==> config.mk <==
export PLATFORM = sky130hd
export DESIGN_NAME = video_palwr_ctrl
export DESIGN_NICKNAME = d
export VERILOG_FILES = /design/src/rtl/video_palwr_ctrl.sv
export SDC_FILE = /design/constraint.sdc
export NUM_CORES = 1
export LEC_CHECK = 0
export CORE_ASPECT_RATIO = 1.1
export CORE_UTILIZATION = 49
export DETAILED_ROUTE_END_ITERATION = 8
export PLACE_DENSITY = 0.7
export SYNTH_ARGS = -nofsm -noshare
export SYNTH_HDL_FRONTEND = slang
export SYNTH_SLANG_ARGS = --single-unit
==> constraint.sdc <==
create_clock -name clk -period 3.3 [get_ports clk]
set_clock_uncertainty 0.05 [all_clocks]
set_input_delay 0.825 -clock clk [delete_from_list [all_inputs] [get_ports clk]]
set_output_delay 0.825 -clock clk [all_outputs]
set_load 0.1 [all_outputs]
==> src/rtl/video_palwr_ctrl.sv <==
// Palette RAM write scheduler: default-palette init sequencer plus a buffered
// CPU write path, committing writes only while the beam is blanked.
module video_palwr_ctrl #(
    parameter int FIFO_DEPTH = 4
) (
    input  logic       clk,
    input  logic       rst,
    input  logic       hblank,
    input  logic       vblank,
    input  logic       cpu_wr,
    input  logic [3:0] cpu_idx,
    input  logic [5:0] cpu_data,
    output logic       cpu_rdy,
    input  logic       init_start,
    output logic       pal_wr,
    output logic [3:0] pal_idx,
    output logic [5:0] pal_data,
    output logic       pal_sel,
    output logic       busy
);

    localparam int AW = (FIFO_DEPTH > 1) ? $clog2(FIFO_DEPTH) : 1;
    localparam int CW = AW + 1;

    typedef enum logic [1:0] {
        ST_INIT  = 2'd0,
        ST_IDLE  = 2'd1,
        ST_DRAIN = 2'd2
    } state_t;

    // Default ZX palette: each channel is {bit, bit & bright}.
    function automatic logic [5:0] def_colour(input logic [3:0] i);
        def_colour = {i[2], i[2] & i[3], i[1], i[1] & i[3], i[0], i[0] & i[3]};
    endfunction

    state_t          state_r, state_nxt_s;
    logic [3:0]      init_idx_r, init_idx_nxt_s;
    logic [3:0]      fifo_idx_r  [FIFO_DEPTH];
    logic [5:0]      fifo_data_r [FIFO_DEPTH];
    logic [AW-1:0]   wr_ptr_r, rd_ptr_r;
    logic [CW-1:0]   count_r, count_nxt_s;
    logic            cpu_rdy_r;
    logic            pal_wr_r;
    logic [3:0]      pal_idx_r, pal_idx_nxt_s;
    logic [5:0]      pal_data_r, pal_data_nxt_s;

    logic            blank_s;
    logic            full_s;
    logic            push_s;
    logic            pop_s;
    logic            init_wr_s;

    assign blank_s   = hblank | vblank;
    assign full_s    = (count_r == CW'(FIFO_DEPTH));
    assign push_s    = cpu_wr & ~full_s;
    // A restart request takes the cycle, so neither source writes on it.
    assign init_wr_s = ~init_start & (state_r == ST_INIT) & blank_s;
    assign pop_s     = ~init_start & (state_r != ST_INIT) & blank_s & (count_r != CW'(0));

    // FIFO occupancy for the next cycle.
    always_comb begin
        count_nxt_s = count_r;
        case ({push_s, pop_s})
            2'b10:   count_nxt_s = count_r + CW'(1);
            2'b01:   count_nxt_s = count_r - CW'(1);
            default: count_nxt_s = count_r;
        endcase
    end

    // Next state and init sequencer index.
    always_comb begin
        state_nxt_s    = state_r;
        init_idx_nxt_s = init_idx_r;
        if (init_start) begin
            state_nxt_s    = ST_INIT;
            init_idx_nxt_s = 4'd0;
        end else begin
            case (state_r)
                ST_INIT: begin
                    if (init_wr_s) begin
                        init_idx_nxt_s = init_idx_r + 4'd1;
                        if (init_idx_r == 4'd15) begin
                            state_nxt_s = ST_IDLE;
                        end else begin
                            state_nxt_s = ST_INIT;
                        end
                    end else begin
                        init_idx_nxt_s = init_idx_r;
                    end
                end
                ST_IDLE: begin
                    if (count_r != CW'(0)) begin
                        state_nxt_s = ST_DRAIN;
                    end else begin
                        state_nxt_s = ST_IDLE;
                    end
                end
                ST_DRAIN: begin
                    if (count_nxt_s == CW'(0)) begin
                        state_nxt_s = ST_IDLE;
                    end else begin
                        state_nxt_s = ST_DRAIN;
                    end
                end
                default: begin
                    state_nxt_s    = ST_INIT;
                    init_idx_nxt_s = 4'd0;
                end
            endcase
        end
    end

    // Palette write address/data selection; held when no write is issued.
    always_comb begin
        pal_idx_nxt_s  = pal_idx_r;
        pal_data_nxt_s = pal_data_r;
        if (init_wr_s) begin
            pal_idx_nxt_s  = init_idx_r;
            pal_data_nxt_s = def_colour(init_idx_r);
        end else if (pop_s) begin
            pal_idx_nxt_s  = fifo_idx_r[rd_ptr_r];
            pal_data_nxt_s = fifo_data_r[rd_ptr_r];
        end else begin
            pal_idx_nxt_s  = pal_idx_r;
            pal_data_nxt_s = pal_data_r;
        end
    end

    // Control state, FIFO pointers and registered outputs.
    always_ff @(posedge clk or posedge rst) begin
        if (rst) begin
            state_r    <= ST_INIT;
            init_idx_r <= 4'd0;
            wr_ptr_r   <= AW'(0);
            rd_ptr_r   <= AW'(0);
            count_r    <= CW'(0);
            cpu_rdy_r  <= 1'b1;
            pal_wr_r   <= 1'b0;
            pal_idx_r  <= 4'd0;
            pal_data_r <= 6'd0;
        end else begin
            state_r    <= state_nxt_s;
            init_idx_r <= init_idx_nxt_s;
            count_r    <= count_nxt_s;
            cpu_rdy_r  <= (count_nxt_s != CW'(FIFO_DEPTH));
            pal_wr_r   <= init_wr_s | pop_s;
            pal_idx_r  <= pal_idx_nxt_s;
            pal_data_r <= pal_data_nxt_s;
            if (push_s) begin
                wr_ptr_r <= wr_ptr_r + AW'(1);
            end
            if (pop_s) begin
                rd_ptr_r <= rd_ptr_r + AW'(1);
            end
        end
    end

    // FIFO storage; stale contents are harmless because occupancy gates reads.
    always_ff @(posedge clk) begin
        if (push_s) begin
            fifo_idx_r[wr_ptr_r]  <= cpu_idx;
            fifo_data_r[wr_ptr_r] <= cpu_data;
        end
    end

    assign cpu_rdy  = cpu_rdy_r;
    assign pal_wr   = pal_wr_r;
    assign pal_idx  = pal_idx_r;
    assign pal_data = pal_data_r;
    assign pal_sel  = pal_wr_r;
    assign busy     = (state_r == ST_INIT) | (count_r != CW'(0));

endmodule

==> results of run 1 <==
## power by group
group / switching, mW / internal [mW]
combinational: 0.649 / 0.360
clock: 0.317 / 0.351
sequential: 0.160 / 1.07
total: 1.13 / 1.78
## worst min-delay path by stage
stage                                   end  cells past startpoint               startpoint  slack, ns
global placement    pal_data[0]$_DFFE_PP0P_                      2  pal_data[0]$_DFFE_PP0P_       0.49
finish              pal_data[4]$_DFFE_PP0P_                      2  pal_data[4]$_DFFE_PP0P_       0.51
global route        pal_data[4]$_DFFE_PP0P_                      2  pal_data[4]$_DFFE_PP0P_       0.52
floorplan              count_r[1]$_DFF_PP0_                      2     count_r[1]$_DFF_PP0_       0.46
CTS                 pal_data[0]$_DFFE_PP0P_                      2  pal_data[0]$_DFFE_PP0P_       0.51
detailed placement  pal_data[0]$_DFFE_PP0P_                      2  pal_data[0]$_DFFE_PP0P_       0.49
## placed cells by master, fill, tap and decap left out, drive strengths merged, types with 4 or more instances in the layout
cell type and n:
clkbuf 10, dfrtp 24, mux4 10, clkdlybuf4s50 15
buf 22, ha 10, a21oi 13, o21ai 5
nand2 13, nor2 6, and2 4, nand4 4
o22ai 12, inv 12, edfxtp 40
## per-layer routing
layer  vias to the layer above  share of wire (%)  GRT usage [%]
li1                        828                  -              -
met2                        52                 50           31.7
met4                         0               0.82           8.52
met5                         -                  0              0
met1                       859                 46           24.2
met3                         7                3.9           6.43
## registers in the layout, indices dropped and copies added, names as in the netlist
| register | flops |
|---|---|
| count_r | 3 |
| cpu_rdy | 1 |
| fifo_data_r | 24 |
| fifo_idx_r | 16 |
| init_idx_r | 4 |
| pal_data | 6 |
| pal_idx | 4 |
| pal_sel | 1 |
| rd_ptr_r | 2 |
| state_r | 2 |
| wr_ptr_r | 2 |
## through the flow
stage / cell area [um^2] / instances / hold WS (ns)
5_1_grt: 3440 / 317 / 0.521
3_5_place_dp: 3240 / 301 / 0.492
6_report: 3440 / 317 / 0.505
4_1_cts: 3440 / 317 / 0.509
2_1_floorplan: 2890 / 198 / 0.458
3_3_place_gp: 3240 / 301 / 0.490
## cell families after synthesis
group,share of synthesized area (%)
multiplexers,8.18
AND/OR/NAND/NOR,9.26
adder cells (fa/ha/maj),5.02
AO/OA/AOI/OAI,8.87
buffers and inverters,3.94
XOR/XNOR,1.51
flip-flops,63.2
## synthesized netlist by cell type (all sizes together) (2+ instances only)
| cell type | instances |
|---|---|
| a21boi | 2 |
| a21oi | 13 |
| a31oi | 3 |
| and2 | 4 |
| buf | 7 |
| clkbuf | 2 |
| dfrtp | 24 |
| edfxtp | 40 |
| ha | 10 |
| inv | 11 |
| mux4 | 10 |
| nand2 | 13 |
| nand2b | 3 |
| nand3 | 2 |
| nand4 | 4 |
| nor2 | 6 |
| nor3 | 2 |
| o211ai | 2 |
| o21ai | 5 |
| o22ai | 12 |
| or3 | 2 |
| xnor2 | 3 |
| xor2 | 2 |
## layout make-up
cell class                 count  share of cell area, %
multi-input combinational    112                   27.6
tap                           75                   2.73
timing repair buffer          37                   9.53
sequential                    65                   53.1
inverter                      12                   1.31
clock inverter                 6                   1.96
clock buffer                  10                   3.71
## worst max-delay path, delay by kind of cell
family                     cells  cell delay [ns]
AOI/OAI and AO/OA              3             0.79
adders and majority gates      2             0.54
buffers and inverters          2             0.48
and+or+nand+nor                2             0.32
xor gates and xnor gates       1             0.15
==> impl_metrics.json, run 1 <==
{
  "outcome": "complete, no violations",
  "netlist_instances": 198,
  "place_congestion": 0.782,
  "timing.critical_path.slowest_stage_cell": "clkdlybuf4s50_1",
  "critical_path.endpoint": "state_r[1]$_DFFE_PP0P_",
  "grt_pass1_wl_um": 8560,
  "insertion_delay_ns": 0.34,
  "nFillCells": 452,
  "global_route.usage.total_pct": 19.6,
  "post-route-period-util_pct": 88.4,
  "grt_setup_unrepaired": "no",
  "synth-seq-cells": 65,
  "finalWorstPathRequiredPeriod_ns": 2.92,
  "max_cap_viol_count": 0,
  "post_cts.resized_instances": 0,
  "routed_via_density": 5.51,
  "detailedRoute.firstPassIterationCount": 4,
  "syn-cell-area_um2": 2890,
  "clock_path_buffers": 2,
  "yosysWarningCount": 0,
  "core_area_um2": 5540,
  "drc": 0,
  "die_y_um": 82.6,
  "timing_hold_violations_final": 0,
  "top_level_ports": 30,
  "netlist-cell-type-count": 44,
  "cts.sinks": 65,
  "max_clock_freq_mhz": 343,
  "post-place-ws_ns": 0.0195,
  "final_net_count": 264,
  "setup.reg_to_reg.worst_slack_ns": 0.64,
  "path_class": "in2reg",
  "cts_tree": "built",
  "dp.final_hpwl_um": 3480,
  "post_cts.repair.setup_buffers": 0,
  "timing_max_transition_violations_final": 0,
  "synthesis.nets": 225,
  "timing.critical_path.from": "init_start",
  "synth_top_cell_area_share_pct": 41.5,
  "static_leakage_nw": 1.32,
  "initialDrtViolationCount": 200,
  "critPathLaunchType": "input port",
  "total_power_mw": 2.91,
  "floorplan.die_area_um2": 6210,
  "die_w_um": 75.2,
  "drt.antenna.violating_nets": 0,
  "floorplan.rows": 28,
  "utilization_pct": 62.1,
  "crit_path_end_kind": "flop",
  "slew_at_the_pin_closest_to_its_max_slew_limit_ns": 0.948,
  "insertedDiodeCount": 0,
  "floorplan.initialDensity_pct": 52.2,
  "ys_async_sr_fraction_pct": 38.5,
  "synth_top_cells_by_area": "edfxtp_1 42%, dfrtp_1 21%, mux4_2 7.8%, ha_1 4.3%, o22ai_1 2.6%",
  "critical_path.reg2reg.startpoint": "count_r[0]$_DFF_PP0_",
  "multi_input_area_um2": 950,
  "htree_num_levels": 3,
  "cpPeakStageDelay_ns": 0.42,
  "setup_violating_endpoint_count_in_the_final_report": 0,
  "vdd_ir_drop_max_mv": 0.356,
  "synth_enable_flop_cells": 40,
  "seq_area_frac_synth_pct": 63.2,
  "syn_to_final_growth_pct": 19.0,
  "postRouteWirelength_um": 5090,
  "cts_inserted_buffers": 9,
  "r2r_end": "state_r[1]$_DFFE_PP0P_",
  "syn_area_per_cell_um2": 14.6,
  "crit_chain": "clkdlybuf4s50_1 > o21ba_2 > and3_4 > ha_1 > inv_1 > fa_1 > xor2_1 > o21ai_0 > nand3b_1 > a41o_1",
  "synth_largest_area_cell": "edfxtp_1",
  "clk_pin_slew_worst_paths_ns": 0.08,
  "route.detailed.wl_per_inst_um": 16.1,
  "antenna_found_initial": 0,
  "timing.hold.worst.class": "reg2reg",
  "crit_path_max_fanout": 3,
  "cts_root_buf": "clkbuf_8",
  "synthFlopType": "edfxtp_1",
  "worst-endpoint-required_ns": 3.48,
  "ff_latch_area_um2": 1830,
  "finalWorstSetupSlack_ns": 0.383,
  "fin_tns_setup_ns": 0,
  "vias": 1746,
  "worstRegToRegCells": 9,
  "power.density_nw_per_um2": 845,
  "cts_hold_buf": 0,
  "slew-limit-headroom_pct": 36.7,
  "place.port_buffers": 29,
  "globalRouteOverflowTotal": 0,
  "vias_in_the_first_global_route": 1818,
  "final_layout_size_suffix_gt1_share_pct": 23.1,
  "worst_ep_arrival_time_ns": 3.10,
  "maximum_number_of_pins_on_one_net_before_global_route_repair": 26
}
Power figures use the tool's default switching activity.
==> inputs of run 2 (changes only) <==
- HOLD_SLACK_MARGIN: default -> 0.15
==> results of run 2 <==
Same layout as run 1: the final DEF is identical, and so are final timing and power.
==> inputs of run 3 (changes only) <==
- CORE_MARGIN: default -> 1
- CTS_BUF_LIST: default -> sky130_fd_sc_hd__clkbuf_8
==> run 3 against run 2 <==
Die area unchanged; setup slack gained 0.0019 ns; clock-buffer cell count decreased by 1; largest cell class unchanged; largest power group unchanged.
==> impl_metrics.json, run 3 (synthesized netlist as in run 1, its figures left out) <==
{
  "static_leakage_nw": 1.32,
  "max_clock_freq_mhz": 343,
  "finalWorstSetupSlack_ns": 0.385,
  "timing_hold_violations_final": 0,
  "cts.sinks": 65,
  "clock_path_buffers": 2,
  "cts_hold_buf": 0,
  "dp.final_hpwl_um": 3480,
  "grt_setup_unrepaired": "no",
  "utilization_pct": 62.1,
  "timing.hold.worst.class": "reg2reg",
  "finalWorstPathRequiredPeriod_ns": 2.92,
  "fin_tns_setup_ns": 0,
  "hold_ws_ns": 0.505,
  "path_class": "in2reg",
  "post_cts.repair.setup_buffers": 0,
  "floorplan.rows": 28,
  "max_cap_viol_count": 0,
  "mostFrequentLayoutCells": "40 x edfxtp_1, 24 x dfrtp_1, 21 x buf_4",
  "post_cts.resized_instances": 0,
  "core_area_um2": 5540,
  "top_level_ports": 30,
  "antenna_found_initial": 0,
  "power.density_nw_per_um2": 845,
  "setup_violating_endpoint_count_in_the_final_report": 0,
  "final_area_um2": 3440,
  "worst-endpoint-required_ns": 3.49,
  "slew-limit-headroom_pct": 36.8,
  "vdd_ir_drop_max_mv": 0.357,
  "final_net_count": 264,
  "post_dp_cell_area_um2": 3240,
  "initialDrtViolationCount": 200,
  "top_register_by_number_of_flip_flops": "fifo_data_r",
  "die_w_um": 75.2,
  "detailedRoute.firstPassIterationCount": 4,
  "worst_ep_arrival_time_ns": 3.10,
  "drc": 0,
  "vias": 1746,
  "grt_pass1_wl_um": 8560,
  "critPathLaunchType": "input port",
  "insertion_delay_ns": 0.34,
  "global_route.usage.total_pct": 19.6,
  "drt.antenna.violating_nets": 0,
  "maximum_number_of_pins_on_one_net_before_global_route_repair": 26,
  "place.port_buffers": 29,
  "globalRouteOverflowTotal": 0,
  "cts_tree": "built",
  "slew_at_the_pin_closest_to_its_max_slew_limit_ns": 0.946,
  "routed_via_density": 5.51,
  "timing_max_transition_violations_final": 0,
  "post-place-ws_ns": 0.0195,
  "htree_num_levels": 3,
  "post-route-period-util_pct": 88.3,
  "syn_to_final_growth_pct": 19.0,
  "final_common_cell": "edfxtp_1",
  "cts_root_buf": "clkbuf_8",
  "cts_inserted_buffers": 9,
  "clk_pin_slew_worst_paths_ns": 0.08,
  "postRouteWirelength_um": 5090,
  "largest_register_ffs": 24,
  "vias_in_the_first_global_route": 1818,
  "crit_path_end_kind": "flop",
  "die_y_um": 82.6,
  "nFillCells": 452,
  "place_congestion": 0.782,
  "floorplan.die_area_um2": 6210,
  "final_layout_size_suffix_gt1_share_pct": 23.1,
  "outcome": "complete, no violations",
  "crit_path_max_fanout": 3,
  "route.detailed.wl_per_inst_um": 16.1,
  "floorplan.initialDensity_pct": 52.2,
  "insertedDiodeCount": 0
}
==> run 3: final timing paths <==
kind                            slack (ns)                    start                       to  depth (start not counted)
min in group asynchronous             0.94                      rst     count_r[1]$_DFF_PP0_                          2
worst min register to register        0.51  pal_data[4]$_DFFE_PP0P_  pal_data[4]$_DFFE_PP0P_                          2
worst max-delay path                  0.38               init_start   state_r[1]$_DFFE_PP0P_                         10
worst min-delay path                  0.51  pal_data[4]$_DFFE_PP0P_  pal_data[4]$_DFFE_PP0P_                          2
worst max register to register        0.64   state_r[0]$_DFFE_PP0P_   state_r[1]$_DFFE_PP0P_                         11
max in group asynchronous             1.60                      rst        cpu_rdy$_DFF_PP1_                          3
==> run 3: where the power goes <==
group | internal [mW] | leakage, nW | switching (mW)
clock network | 0.348 | 0.0970 | 0.319
logic | 0.359 | 0.552 | 0.649
registers | 1.07 | 0.675 | 0.160
total | 1.78 | 1.32 | 1.13
==> run 3: area by class of cell <==
type | instances | area [um^2] | area share (%)
clock buffer | 9 | 124 | 3.60
clock inverter | 7 | 71.3 | 2.07
inverter | 12 | 45.0 | 1.31
multi-input combinational | 112 | 950 | 27.6
sequential | 65 | 1830 | 53.1
tap | 75 | 93.8 | 2.73
timing repair buffer | 37 | 328 | 9.53
==> run 3: through the flow <==
step	cells	total power, mW
2_1_floorplan	198	2.03
3_3_place_gp	301	2.25
3_5_place_dp	301	2.27
4_1_cts	317	2.93
5_1_grt	317	3.08
6_report	317	2.91
==> run 3: worst max-delay path, cell delays in order <==
cell and delay (ns):
clkdlybuf4s50_1 0.42, o21ba_2 0.26, and3_4 0.19, ha_1 0.17, inv_1 0.06, fa_1 0.37
xor2_1 0.15, o21ai_0 0.28, nand3b_1 0.13, a41o_1 0.25
==> run 3: metal layers <==
layer	GRT usage, %	share of wire, %	vias to the layer above
met5	0	0	-
li1	-	-	826
met3	6.43	4.3	12
met2	31.7	48	55
met1	24.2	46	853
met4	8.52	1.7	0
